==> config.mk <==
export PLATFORM = sky130hd
export DESIGN_NAME = zeroriscy_multdiv_iter_flat
export DESIGN_NICKNAME = d
export VERILOG_FILES = /design/src/rtl/zeroriscy_multdiv_iter_if.sv /design/src/rtl/zeroriscy_multdiv_iter.sv /design/src/flat_wrapper.sv
export SDC_FILE = /design/constraint.sdc
export NUM_CORES = 1
export LEC_CHECK = 0
export CAP_MARGIN = 15
export CORE_MARGIN = 4
export CORE_UTILIZATION = 53
export CTS_CLUSTER_DIAMETER = 200
export DETAILED_ROUTE_END_ITERATION = 6
export HOLD_SLACK_MARGIN = 0.08
export PLACE_DENSITY = 0.92
export SETUP_SLACK_MARGIN = 0.2
export SLEW_MARGIN = 15
export SYNTH_ARGS = -nofsm -noshare
export SYNTH_HDL_FRONTEND = slang
export SYNTH_SLANG_ARGS = --single-unit
==> constraint.sdc <==
create_clock -name clk -period 2.8 [get_ports clk]
set_input_delay 0.56 -clock clk [delete_from_list [all_inputs] [get_ports clk]]
set_output_delay 0.56 -clock clk [all_outputs]
set_load 0.02 [all_outputs]
==> src/rtl/zeroriscy_multdiv_iter_if.sv <==
// Bundle between the EX stage, the ALU adder and the iterative multiplier/divider.
// Signals:
//   mult_en_i, div_en_i      : operation requests, held high until ready_o
//   operator_i               : MD_OP_* code (MULL/MULH/DIV/REM)
//   signed_mode_i            : [0] operand a signed, [1] operand b signed
//   op_a_i, op_b_i           : rs1 / rs2 values, stable while a request is high
//   alu_adder_ext_i          : 34-bit extended adder result returned by the ALU
//   alu_operand_a_o/_b_o     : 33-bit operands driven into the ALU adder
//   alu_sel_o                : claims the ALU adder for the multdiv unit
//   ready_o                  : result valid this cycle
//   multdiv_result_o         : 32-bit result
// master = EX stage / ALU side, slave = the multdiv unit.
interface zeroriscy_multdiv_iter_if;
    logic        mult_en_i;
    logic        div_en_i;
    logic [1:0]  operator_i;
    logic [1:0]  signed_mode_i;
    logic [31:0] op_a_i;
    logic [31:0] op_b_i;
    logic [33:0] alu_adder_ext_i;
    logic [32:0] alu_operand_a_o;
    logic [32:0] alu_operand_b_o;
    logic        alu_sel_o;
    logic        ready_o;
    logic [31:0] multdiv_result_o;

    modport master (
        output mult_en_i, div_en_i, operator_i, signed_mode_i, op_a_i, op_b_i,
               alu_adder_ext_i,
        input  alu_operand_a_o, alu_operand_b_o, alu_sel_o, ready_o, multdiv_result_o
    );

    modport slave (
        input  mult_en_i, div_en_i, operator_i, signed_mode_i, op_a_i, op_b_i,
               alu_adder_ext_i,
        output alu_operand_a_o, alu_operand_b_o, alu_sel_o, ready_o, multdiv_result_o
    );
endinterface

==> src/rtl/zeroriscy_multdiv_iter.sv <==
// Iterative multiplier/divider for the EX stage. Every add/subtract is performed
// by the ALU adder: X+Y+cin is requested as operand_a={X,1}, operand_b={Y,cin},
// and the 33-bit sum comes back on alu_adder_ext_i[33:1].
// Multiply: radix-2 shift-add over 32 cycles, plus one sign-correction cycle for
// MULH*. Divide: operand magnitudes, 32 restoring steps, then a sign fix.
// Ports:
//   clk   : core clock, rising edge
//   rst_n : asynchronous active-low reset
//   md    : slave side of zeroriscy_multdiv_iter_if (requests, ALU link, result)
module zeroriscy_multdiv_iter (
    input logic clk,
    input logic rst_n,
    zeroriscy_multdiv_iter_if.slave md
);

    localparam logic [1:0] MD_OP_MULL = 2'b00;
    localparam logic [1:0] MD_OP_MULH = 2'b01;
    localparam logic [1:0] MD_OP_DIV  = 2'b10;
    localparam logic [1:0] MD_OP_REM  = 2'b11;

    typedef enum logic [2:0] {
        IDLE, MUL_COMP, MUL_LAST, ABS_A, ABS_B, DIV_COMP, CHANGE_SIGN, FINISH
    } state_t;

    state_t      state_reg, state_next;
    logic [4:0]  counter_reg, counter_next;
    logic [31:0] acc_reg, acc_next;        // product high half / remainder
    logic [31:0] a_reg, a_next;            // multiplicand / dividend, then quotient
    logic [31:0] b_reg, b_next;            // multiplier, then product low half / |divisor|
    logic [31:0] result_reg, result_next;
    logic [1:0]  op_reg, op_next;
    logic        div_mode_reg, div_mode_next;
    logic        sign_a_reg, sign_a_next;
    logic        a_neg_reg, a_neg_next;
    logic        b_neg_reg, b_neg_next;
    logic        b_zero_reg, b_zero_next;

    logic [31:0] alu_x, alu_y;
    logic        alu_cin;
    logic        alu_sel;
    logic [31:0] sum_lo;
    logic        carry;
    logic        active_en;
    logic        mul_top;
    logic [31:0] rem_shift;
    logic        keep;
    logic        fix_is_rem, fix_is_quot, fix_neg;
    logic [31:0] fix_val;
    logic        unused_ext_lsb;

    assign sum_lo         = md.alu_adder_ext_i[32:1];
    assign carry          = md.alu_adder_ext_i[33];
    assign unused_ext_lsb = md.alu_adder_ext_i[0];

    assign active_en = div_mode_reg ? md.div_en_i : md.mult_en_i;

    // Bit 32 of the partial-product sum. With a signed multiplicand the
    // accumulator is a signed value, so the true 33rd bit is the sign-extended
    // sum of both top bits plus the carry out of bit 31.
    assign mul_top = sign_a_reg ? (acc_reg[31] ^ (b_reg[0] & a_reg[31]) ^ carry) : carry;

    // Restoring step: shift the next dividend bit into the remainder. If the
    // remainder's top bit was set, the shifted value is >= 2^32 > |b|, so the
    // subtraction must be kept even though the 32-bit subtract borrows.
    assign rem_shift = {acc_reg[30:0], a_reg[31]};
    assign keep      = carry | acc_reg[31];

    // Final sign fix: quotient negated when signs differ (except divide by zero,
    // which must stay all ones), remainder takes the dividend's sign.
    assign fix_is_rem  = (op_reg == MD_OP_REM);
    assign fix_is_quot = (op_reg == MD_OP_DIV);
    assign fix_val     = fix_is_rem ? acc_reg : a_reg;
    assign fix_neg     = fix_is_rem ? a_neg_reg
                                    : (fix_is_quot & (a_neg_reg ^ b_neg_reg) & ~b_zero_reg);

    // ALU operand selection depends only on registered state.
    always_comb begin
        alu_x   = '0;
        alu_y   = '0;
        alu_cin = 1'b0;
        alu_sel = 1'b1;
        case (state_reg)
            MUL_COMP: begin
                alu_x = acc_reg;
                alu_y = b_reg[0] ? a_reg : '0;
            end
            MUL_LAST: begin
                alu_x   = acc_reg;
                alu_y   = b_neg_reg ? ~a_reg : '0;
                alu_cin = b_neg_reg;
            end
            ABS_A: begin
                alu_y   = a_neg_reg ? ~a_reg : a_reg;
                alu_cin = a_neg_reg;
            end
            ABS_B: begin
                alu_y   = b_neg_reg ? ~b_reg : b_reg;
                alu_cin = b_neg_reg;
            end
            DIV_COMP: begin
                alu_x   = rem_shift;
                alu_y   = ~b_reg;
                alu_cin = 1'b1;
            end
            CHANGE_SIGN: begin
                alu_y   = fix_neg ? ~fix_val : fix_val;
                alu_cin = fix_neg;
            end
            default: alu_sel = 1'b0;
        endcase
    end

    assign md.alu_sel_o        = alu_sel;
    assign md.alu_operand_a_o  = alu_sel ? {alu_x, 1'b1} : '0;
    assign md.alu_operand_b_o  = alu_sel ? {alu_y, alu_cin} : '0;
    assign md.ready_o          = (state_reg == FINISH);
    assign md.multdiv_result_o = result_reg;

    // Next-state and datapath register updates.
    always_comb begin
        state_next    = state_reg;
        counter_next  = counter_reg;
        acc_next      = acc_reg;
        a_next        = a_reg;
        b_next        = b_reg;
        result_next   = result_reg;
        op_next       = op_reg;
        div_mode_next = div_mode_reg;
        sign_a_next   = sign_a_reg;
        a_neg_next    = a_neg_reg;
        b_neg_next    = b_neg_reg;
        b_zero_next   = b_zero_reg;

        case (state_reg)
            IDLE: begin
                if (md.mult_en_i || md.div_en_i) begin
                    op_next       = md.operator_i;
                    div_mode_next = ~md.mult_en_i;
                    a_next        = md.op_a_i;
                    b_next        = md.op_b_i;
                    acc_next      = '0;
                    counter_next  = 5'd31;
                    sign_a_next   = md.signed_mode_i[0];
                    a_neg_next    = md.signed_mode_i[0] & md.op_a_i[31];
                    b_neg_next    = md.signed_mode_i[1] & md.op_b_i[31];
                    b_zero_next   = (md.op_b_i == 32'd0);
                    state_next    = md.mult_en_i ? MUL_COMP : ABS_A;
                end
            end
            MUL_COMP: begin
                // Shift the sum right: its LSB becomes the next product low bit,
                // entering at the top of b_reg as the consumed multiplier bit leaves.
                acc_next     = {mul_top, sum_lo[31:1]};
                b_next       = {sum_lo[0], b_reg[31:1]};
                counter_next = counter_reg - 5'd1;
                if (counter_reg == 5'd0) begin
                    case (op_reg)
                        MD_OP_MULL: begin
                            result_next = {sum_lo[0], b_reg[31:1]};
                            state_next  = FINISH;
                        end
                        MD_OP_MULH: state_next = MUL_LAST;
                        default: begin
                            result_next = {sum_lo[0], b_reg[31:1]};
                            state_next  = FINISH;
                        end
                    endcase
                end
            end
            MUL_LAST: begin
                // A negative signed b carries weight -2^32 in its sign bit,
                // so a is subtracted from the high half once.
                result_next = sum_lo;
                state_next  = FINISH;
            end
            ABS_A: begin
                a_next     = sum_lo;
                state_next = ABS_B;
            end
            ABS_B: begin
                b_next       = sum_lo;
                counter_next = 5'd31;
                state_next   = DIV_COMP;
            end
            DIV_COMP: begin
                acc_next     = keep ? sum_lo : rem_shift;
                a_next       = {a_reg[30:0], keep};
                counter_next = counter_reg - 5'd1;
                if (counter_reg == 5'd0) begin
                    state_next = CHANGE_SIGN;
                end
            end
            CHANGE_SIGN: begin
                result_next = sum_lo;
                state_next  = FINISH;
            end
            FINISH: state_next = IDLE;
            default: state_next = IDLE;
        endcase

        // Requester withdrew: abandon the operation without producing a result.
        if (state_reg != IDLE && state_reg != FINISH && !active_en) begin
            state_next  = IDLE;
            result_next = result_reg;
        end
    end

    always_ff @(posedge clk or negedge rst_n) begin
        if (!rst_n) begin
            state_reg    <= IDLE;
            counter_reg  <= '0;
            acc_reg      <= '0;
            a_reg        <= '0;
            b_reg        <= '0;
            result_reg   <= '0;
            op_reg       <= '0;
            div_mode_reg <= 1'b0;
            sign_a_reg   <= 1'b0;
            a_neg_reg    <= 1'b0;
            b_neg_reg    <= 1'b0;
            b_zero_reg   <= 1'b0;
        end else begin
            state_reg    <= state_next;
            counter_reg  <= counter_next;
            acc_reg      <= acc_next;
            a_reg        <= a_next;
            b_reg        <= b_next;
            result_reg   <= result_next;
            op_reg       <= op_next;
            div_mode_reg <= div_mode_next;
            sign_a_reg   <= sign_a_next;
            a_neg_reg    <= a_neg_next;
            b_neg_reg    <= b_neg_next;
            b_zero_reg   <= b_zero_next;
        end
    end

endmodule

==> src/flat_wrapper.sv <==
// flat-port wrapper written by rule: the top's interface ports become plain ports
module zeroriscy_multdiv_iter_flat 
  (clk, rst_n, md_mult_en_i, md_div_en_i, md_operator_i, md_signed_mode_i, md_op_a_i, md_op_b_i, md_alu_adder_ext_i, md_alu_operand_a_o, md_alu_operand_b_o, md_alu_sel_o, md_ready_o, md_multdiv_result_o);
  zeroriscy_multdiv_iter_if md_i ();
  input logic clk;
  input logic rst_n;
  input wire logic [$bits(md_i.mult_en_i)-1:0] md_mult_en_i;
  input wire logic [$bits(md_i.div_en_i)-1:0] md_div_en_i;
  input wire logic [$bits(md_i.operator_i)-1:0] md_operator_i;
  input wire logic [$bits(md_i.signed_mode_i)-1:0] md_signed_mode_i;
  input wire logic [$bits(md_i.op_a_i)-1:0] md_op_a_i;
  input wire logic [$bits(md_i.op_b_i)-1:0] md_op_b_i;
  input wire logic [$bits(md_i.alu_adder_ext_i)-1:0] md_alu_adder_ext_i;
  output wire logic [$bits(md_i.alu_operand_a_o)-1:0] md_alu_operand_a_o;
  output wire logic [$bits(md_i.alu_operand_b_o)-1:0] md_alu_operand_b_o;
  output wire logic [$bits(md_i.alu_sel_o)-1:0] md_alu_sel_o;
  output wire logic [$bits(md_i.ready_o)-1:0] md_ready_o;
  output wire logic [$bits(md_i.multdiv_result_o)-1:0] md_multdiv_result_o;
  assign md_i.mult_en_i = md_mult_en_i;
  assign md_i.div_en_i = md_div_en_i;
  assign md_i.operator_i = md_operator_i;
  assign md_i.signed_mode_i = md_signed_mode_i;
  assign md_i.op_a_i = md_op_a_i;
  assign md_i.op_b_i = md_op_b_i;
  assign md_i.alu_adder_ext_i = md_alu_adder_ext_i;
  assign md_alu_operand_a_o = md_i.alu_operand_a_o;
  assign md_alu_operand_b_o = md_i.alu_operand_b_o;
  assign md_alu_sel_o = md_i.alu_sel_o;
  assign md_ready_o = md_i.ready_o;
  assign md_multdiv_result_o = md_i.multdiv_result_o;
  zeroriscy_multdiv_iter u_core (.clk(clk), .rst_n(rst_n), .md(md_i));
endmodule
==> impl_results.md, run 1 <==
* Status: complete, but fails checks
* Failing checks: DRC, setup timing
* Synthesized instance count at 1098
* WP data arrival at 2560 ps
* Crit path kind: register to primary output
* Core area at 18100 µm²
* Commonest cells after routing, fill and taps aside: dfrtp_1, buf_4, clkdlybuf4s50_1, mux2i_1
* Worst hold path type: register to register
* Synth top area share at 0.362
* Root buffer cell: clkbuf_16
* Number of remaining DRC errors at 139
* Grt ovf at 0
* Final Cell Area at 14700 µm²
* Vias in the first global route at 11400
* Vias post-DR at 12200
* Syn Nets at 1210
* Row count at 49
* RSZ-0062 raised after global routing: yes
* Area delta synth->final at 48.3%
* Placed instance area at 13000 µm²
* CP max stage delay at 450 ps
* Synth Flop Type: dfrtp_1
* Clk buf depth at 2
* Post-Route WL at 48300 µm
* First-pass GRT wire length at 65300 µm
* Number of DRC markers in iteration 0 at 2777
* Die ar. at 20900 µm²
* Starting Density at 0.545
* Max Freq at 321 MHz
* Final min period at 3120 ps
* Routed WL per cell at 30.2 µm
* Most common cell after layout, fill and taps aside: dfrtp_1
* EDFF count, synth at 0
* CP endpoint kind: primary output
* Final net count at 1469
* Internal Power at 9930 µW
* Synth async-reset ratio at 1.00
* Lkg Pwr at 0.00617 µW
* Clk pwr share at 0.123
* Final hold violation count at 0
* Die Y at 145 µm
* CP Cell Sequence: buf_6 -> ha_4 -> nand3b_1 -> o22ai_4 -> buf_6 -> buf_12 -> mux2i_1 -> a31oi_2 -> buf_4
* DP HPWL at 26300 µm
* Worst path slowest cell: dfrtp_1
* Critical path startpoint category: register
* Library cells used by synthesis at 54
* CTS tree: yes
* Mapped cell area at 9900 µm²
* Port Buf Inserts at 204
* Ratio of cells with drive above 1 in the final layout at 0.336
* Slew @ Worst Pin at 914 ps
* Antenna Cells at 0
* Seq/Total Area, Yosys at 0.362
* Final Hold Slack at 515 ps
* Max Slew Vio Count at 0
* DRT Pass-1 Iters at 7
* Gate power share at 0.642
* #FFs+latches synth at 143
* Syn Area/Cell at 9.01 µm²
* PnR worst setup slack at -319 ps
* Endpoints failing setup at 58
* PD cells at 1310 nW/µm²
* H-tree depth at 4
* Pin count of the biggest net entering global routing at 85
* Critical path peak fanout at 8
* Vias per cell at 7.65
* Peak VDD IR at 0.796 mV
* Psw at 9240 µW
* Synth area leader: dfrtp_1
* I/O pin total at 206
* Ys Warns at 0
* TritonCTS buffer count at 17
* Slew margin rel. at 0.387
* Final ANT Viol Nets at 0
* Net Sw Frac at 0.482
* Sink Count at 143
* Chip Width at 145 µm
* CP required at 2240 ps
* GPL Wtd Cong at 0.966
* Clock Pin Slew Worst Setup and Hold Paths at 80 ps
* Flop pwr share at 0.236
* CP dominant cell by count: buf_6
* Initial antenna violation count at 1
* Final period utilization at 1.11
* Clk_lat worst skew at 450 ps
* GRT Util Overall at 0.404
* Clock Skew at 16.6 ps
* Leading post-synthesis cells by cell area: dfrtp_1, mux2i_1, a22o_1
* Max-Cap Viols at 0
* R2R depth at 11
* Hold Crit Depth at 1
[synth_stat cells, types with 2 or more instances]
cell / n
a211oi_1: 3
a21oi_1: 110
a22o_1: 63
a22oi_1: 65
a31oi_1: 62
a32o_1: 3
and2_1: 3
and3_1: 2
buf_1: 8
buf_2: 17
buf_6: 3
clkbuf_1: 78
dfrtp_1: 143
ha_1: 6
inv_1: 13
mux2_2: 38
mux2_4: 30
mux2i_1: 129
nand2_1: 78
nand2b_1: 7
nand3_1: 4
nand3b_1: 2
nand4_1: 3
nor2_1: 110
nor2b_1: 7
nor3_1: 32
nor4_1: 8
o21ai_0: 41
o21ai_1: 3
o22ai_1: 2
xor2_1: 2
[kinds of logic after synthesis]
group,after synthesis,share of synthesized area
AO/OA/AOI/OAI,364,0.240
AND/OR/NAND/NOR,265,0.119
adder cells (fa/ha/maj),6,0.00758
flip-flops,143,0.362
XOR/XNOR,3,0.00266
multiplexers,197,0.219
buffers and inverters,120,0.0503
[final cells by class]
| type | count | area, µm² |
|---|---|---|
| Multi-Input combinational cell | 835 | 6650 |
| Sequential cell | 143 | 3580 |
| Timing Repair Buffer | 347 | 3540 |
| Fill cell | 871 | 3460 |
| Clock buffer | 21 | 460 |
| Tap cell | 229 | 287 |
| Clock inverter | 11 | 114 |
| Inverter | 13 | 51.3 |
[power by group through the flow]
stage | registers, µW | clock network [µW] | logic (µW)
4_1_cts | 4250 | 2270 | 10900
2_1_floorplan | 4090 | 0 | 6000
3_3_place_gp | 4130 | 0 | 9490
3_5_place_dp | 4190 | 0 | 9830
6_report | 4520 | 2350 | 12300
5_1_grt | 4540 | 2400 | 12600
[worst paths after layout]
| check | startpoint | end | slack [ps] |
|---|---|---|---|
| setup / recovery | u_core.state_reg[1]$_DFFE_PN0P_ | md_alu_operand_b_o[7] | -320 |
| hold / removal | u_core.md.multdiv_result_o[10]$_DFFE_PN0P_ | u_core.md.multdiv_result_o[10]$_DFFE_PN0P_ | 510 |
| setup reg to reg | u_core.state_reg[1]$_DFFE_PN0P_ | u_core.b_reg[23]$_DFFE_PN0P_ | 50 |
| hold reg to reg | u_core.md.multdiv_result_o[10]$_DFFE_PN0P_ | u_core.md.multdiv_result_o[10]$_DFFE_PN0P_ | 510 |
| max in group asynchronous | rst_n | u_core.state_reg[2]$_DFFE_PN0P_ | 1360 |
| min in group asynchronous | rst_n | u_core.md.multdiv_result_o[25]$_DFFE_PN0P_ | 580 |
[layer usage]
| layer | up-vias | track usage | share of wire |
|---|---|---|---|
| met2 | 1433 | 0.620 | 0.42 |
| met3 | 562 | 0.114 | 0.15 |
| met5 | - | 0 | 0.00014 |
| met1 | 5622 | 0.495 | 0.32 |
| li1 | 4611 | - | - |
| met4 | 2 | 0.273 | 0.11 |
[stage by stage]
step	instances	setup WS, ps	utilization	setup TNS, ps	total power [µW]
after floorplan	1098	178	-	0	10100
after global placement	1524	-233	0.714	-4880	13600
after detailed placement	1524	-283	0.714	-8280	14000
after CTS	1585	-65.5	0.782	-906	17400
after global routing	1599	-375	0.809	-12840	19600
final	1599	-319	0.809	-10460	19200
[critical path, delay by kind of cell (launching register included)]
| kind | cells | cell delay [ps] |
|---|---|---|
| flip-flops | 1 | 450 |
| buffers and inverters | 4 | 650 |
| AND/OR/NAND/NOR | 1 | 160 |
| multiplexers | 1 | 90 |
| AO/OA/AOI/OAI | 2 | 550 |
| adder cells (fa/ha/maj) | 1 | 190 |
[timing repair]
item,4_1_cts,5_1_grt
gates resized for setup,442,79
gates cloned,6,3
hold buffers,1,0
pin swaps,54,39
setup buffers,22,11
hold endpoints to repair,31,0
setup endpoints to repair,80,68
Note: power is estimated with default switching activity, not from simulation.
==> inputs of run 2 (changes only) <==
--- a/config.mk
+++ b/config.mk
@@ -7,11 +7,12 @@
 export LEC_CHECK = 0
 export CAP_MARGIN = 15
 export CORE_MARGIN = 4
-export CORE_UTILIZATION = 53
+export CORE_UTILIZATION = 57
 export CTS_CLUSTER_DIAMETER = 200
 export DETAILED_ROUTE_END_ITERATION = 6
 export HOLD_SLACK_MARGIN = 0.08
-export PLACE_DENSITY = 0.92
+export MAX_ROUTING_LAYER = met4
+export PLACE_DENSITY = 0.95
 export SETUP_SLACK_MARGIN = 0.2
 export SLEW_MARGIN = 15
 export SYNTH_ARGS = -nofsm -noshare
==> constraint.sdc (replaced) <==
create_clock -name clk -period 3.7 [get_ports clk]
set_input_delay 0.74 -clock clk [delete_from_list [all_inputs] [get_ports clk]]
set_output_delay 0.74 -clock clk [all_outputs]
set_load 0.02 [all_outputs]
==> impl_results.md, run 2 (synthesis results as in run 1) <==
* Root buffer cell: clkbuf_16
* WP data arrival at 2770 ps (+210 ps)
* CP endpoint kind: primary output
* Row count at 47 (-4.1%)
* CP required at 2960 ps (+720 ps)
* GRT Util Overall at 0.359 (-0.0453)
* Critical path startpoint category: register
* Max Slew Vio Count at 0 (unchanged)
* TritonCTS buffer count at 17 (unchanged)
* Clock Pin Slew Worst Setup and Hold Paths at 60 ps (-20 ps)
* Clk_lat worst skew at 440 ps (about the same)
* Ratio of cells with drive above 1 in the final layout at 0.142 (-0.194)
* Final net count at 1370 (-6.7%)
* Clock Skew at 13.9 ps (-2.67 ps)
* Post-Route WL at 35100 µm (-27%)
* I/O pin total at 206 (unchanged)
* Lkg Pwr at 0.00581 µW (-5.7%)
* Number of remaining DRC errors at 0 (-100%)
* GPL Wtd Cong at 0.956 (-1.1%)
* Max Freq at 285 MHz
* Die Y at 140 µm (-3.4%)
* Antenna Cells at 0 (unchanged)
* Hold-fix buffers, CTS at 0 (-1)
* Area delta synth->final at 29.3%
* Worst r2r src: u_core.state_reg[1]$_DFFE_PN0P_
* Final period utilization at 0.948
* Worst hold path type: input port to async pin
* Commonest cells after routing, fill and taps aside: dfrtp_1, clkdlybuf4s50_1, mux2i_1, a21oi_1, nor2_1
* Number of DRC markers in iteration 0 at 1688 (-39%)
* First-pass GRT wire length at 55100 µm (-16%)
* Setup_tns at 0 ps (+10460 ps)
* Initial antenna violation count at 0 (-1)
* Final ANT Viol Nets at 0 (unchanged)
* DRT Pass-1 Iters at 6 (-1)
* Starting Density at 0.589 (+0.0431)
* Grt ovf at 0 (unchanged)
* Chip Width at 140 µm (-3.4%)
* Final min period at 3510 ps
* Die ar. at 19500 µm² (-6.6%)
* Most common cell after layout, fill and taps aside: dfrtp_1
* Slew @ Worst Pin at 887 ps (-27.1 ps)
* Endpoints failing setup at 0 (-100%)
* Routed WL per cell at 23.6 µm (-22%)
* Core area at 16800 µm² (-7.3%)
* H-tree depth at 4 (unchanged)
* Peak VDD IR at 0.596 mV (-25%)
* Vias per cell at 6.94 (-9.3%)
* CTS tree: yes
* Fillers at 1113 (+28%)
* Pin count of the biggest net entering global routing at 77 (-9.4%)
* Critical path peak fanout at 9 (+1)
* Post-layout util at 0.761 (-0.0479)
* Crit path kind: register to primary output
* Status: completed
* Max-Cap Viols at 0 (unchanged)
* Port Buf Inserts at 204 (unchanged)
* Vias in the first global route at 10200 (-11%)
* Clk buf depth at 2 (unchanged)
* RSZ-0062 raised after global routing: yes
* Slew margin rel. at 0.409 (+0.0221)
* Sink Count at 143 (unchanged)
* Final hold violation count at 0 (unchanged)
* Vias post-DR at 10300 (-15%)
* PD cells at 915 nW/µm² (-30%)
* DP HPWL at 23300 µm (-12%)
* Crit path from: u_core.state_reg[0]$_DFFE_PN0P_
[run 2: metrics by stage]
| step | hold WS (ps) | worst slack (ps) | area (µm²) | std cells | power [µW] |
|---|---|---|---|---|---|
| after floorplan | 444 | 701 | 9900 | 1098 | 7500 |
| after global placement | 485 | 316 | 12200 | 1455 | 9580 |
| after detailed placement | 486 | 276 | 12200 | 1455 | 9810 |
| after CTS | 353 | 160 | 12800 | 1488 | 11500 |
| after global routing | 385 | 49.9 | 12800 | 1491 | 12300 |
| final | 320 | 192 | 12800 | 1491 | 11700 |
[run 2: critical path, cell delays in order, from the launching register on]
cell	delay, ps
dfrtp_1	440
inv_1	110
ha_2	300
a211oi_1	130
a32o_1	270
or3b_2	440
o21ai_0	250
dlygate4sd2_1	380
[run 2: metal layers]
layer | global-route usage | vias to the layer above | routed length (µm)
met1 | 0.457 | 4885 | 13200
met3 | 0.0854 | 174 | 4340
met2 | 0.534 | 886 | 15900
met4 | 0.185 | 0 | 1750
met5 | - | - | 0
li1 | - | 4404 | -
[run 2: layout make-up]
class | instances | area [µm²] | area share
flip-flops and latches | 143 | 3580 | 0.280
inverters | 13 | 48.8 | 0.00381
well taps | 220 | 275 | 0.0215
repair buffers | 248 | 2410 | 0.189
multi-input cells | 835 | 5910 | 0.462
clock inverters | 11 | 106 | 0.00831
clock buffers | 21 | 460 | 0.0360
[run 2: timing repair]
item | CTS | global route
cloned | 1 | 0
buffers inserted | 0 | 3
pin swaps | 0 | 1
gates resized for setup | 51 | 57
setup endpoints to repair | 67 | 55
endpoints found under the hold margin | 0 | 0
[run 2: worst paths after layout]
kind                                                endpoint  slack, ps  depth (start not counted)
min reg2reg                u_core.counter_reg[0]$_DFFE_PN0P_        510                          1
max                                   md_alu_operand_b_o[32]        190                          7
min                             u_core.a_reg[31]$_DFFE_PN0P_        320                          1
max in group asynchronous        u_core.b_reg[6]$_DFFE_PN0P_       2560                          2
max reg2reg                     u_core.b_reg[29]$_DFFE_PN0P_        800                          9
min in group clk           u_core.counter_reg[0]$_DFFE_PN0P_        510                          1
[run 2: power by group]
part           switching [µW]  leakage (µW)  internal [µW]
registers                 960       0.00174           2310
clock network             709      0.000270            965
logic                    3810       0.00381           2960
total                    5470       0.00581           6230
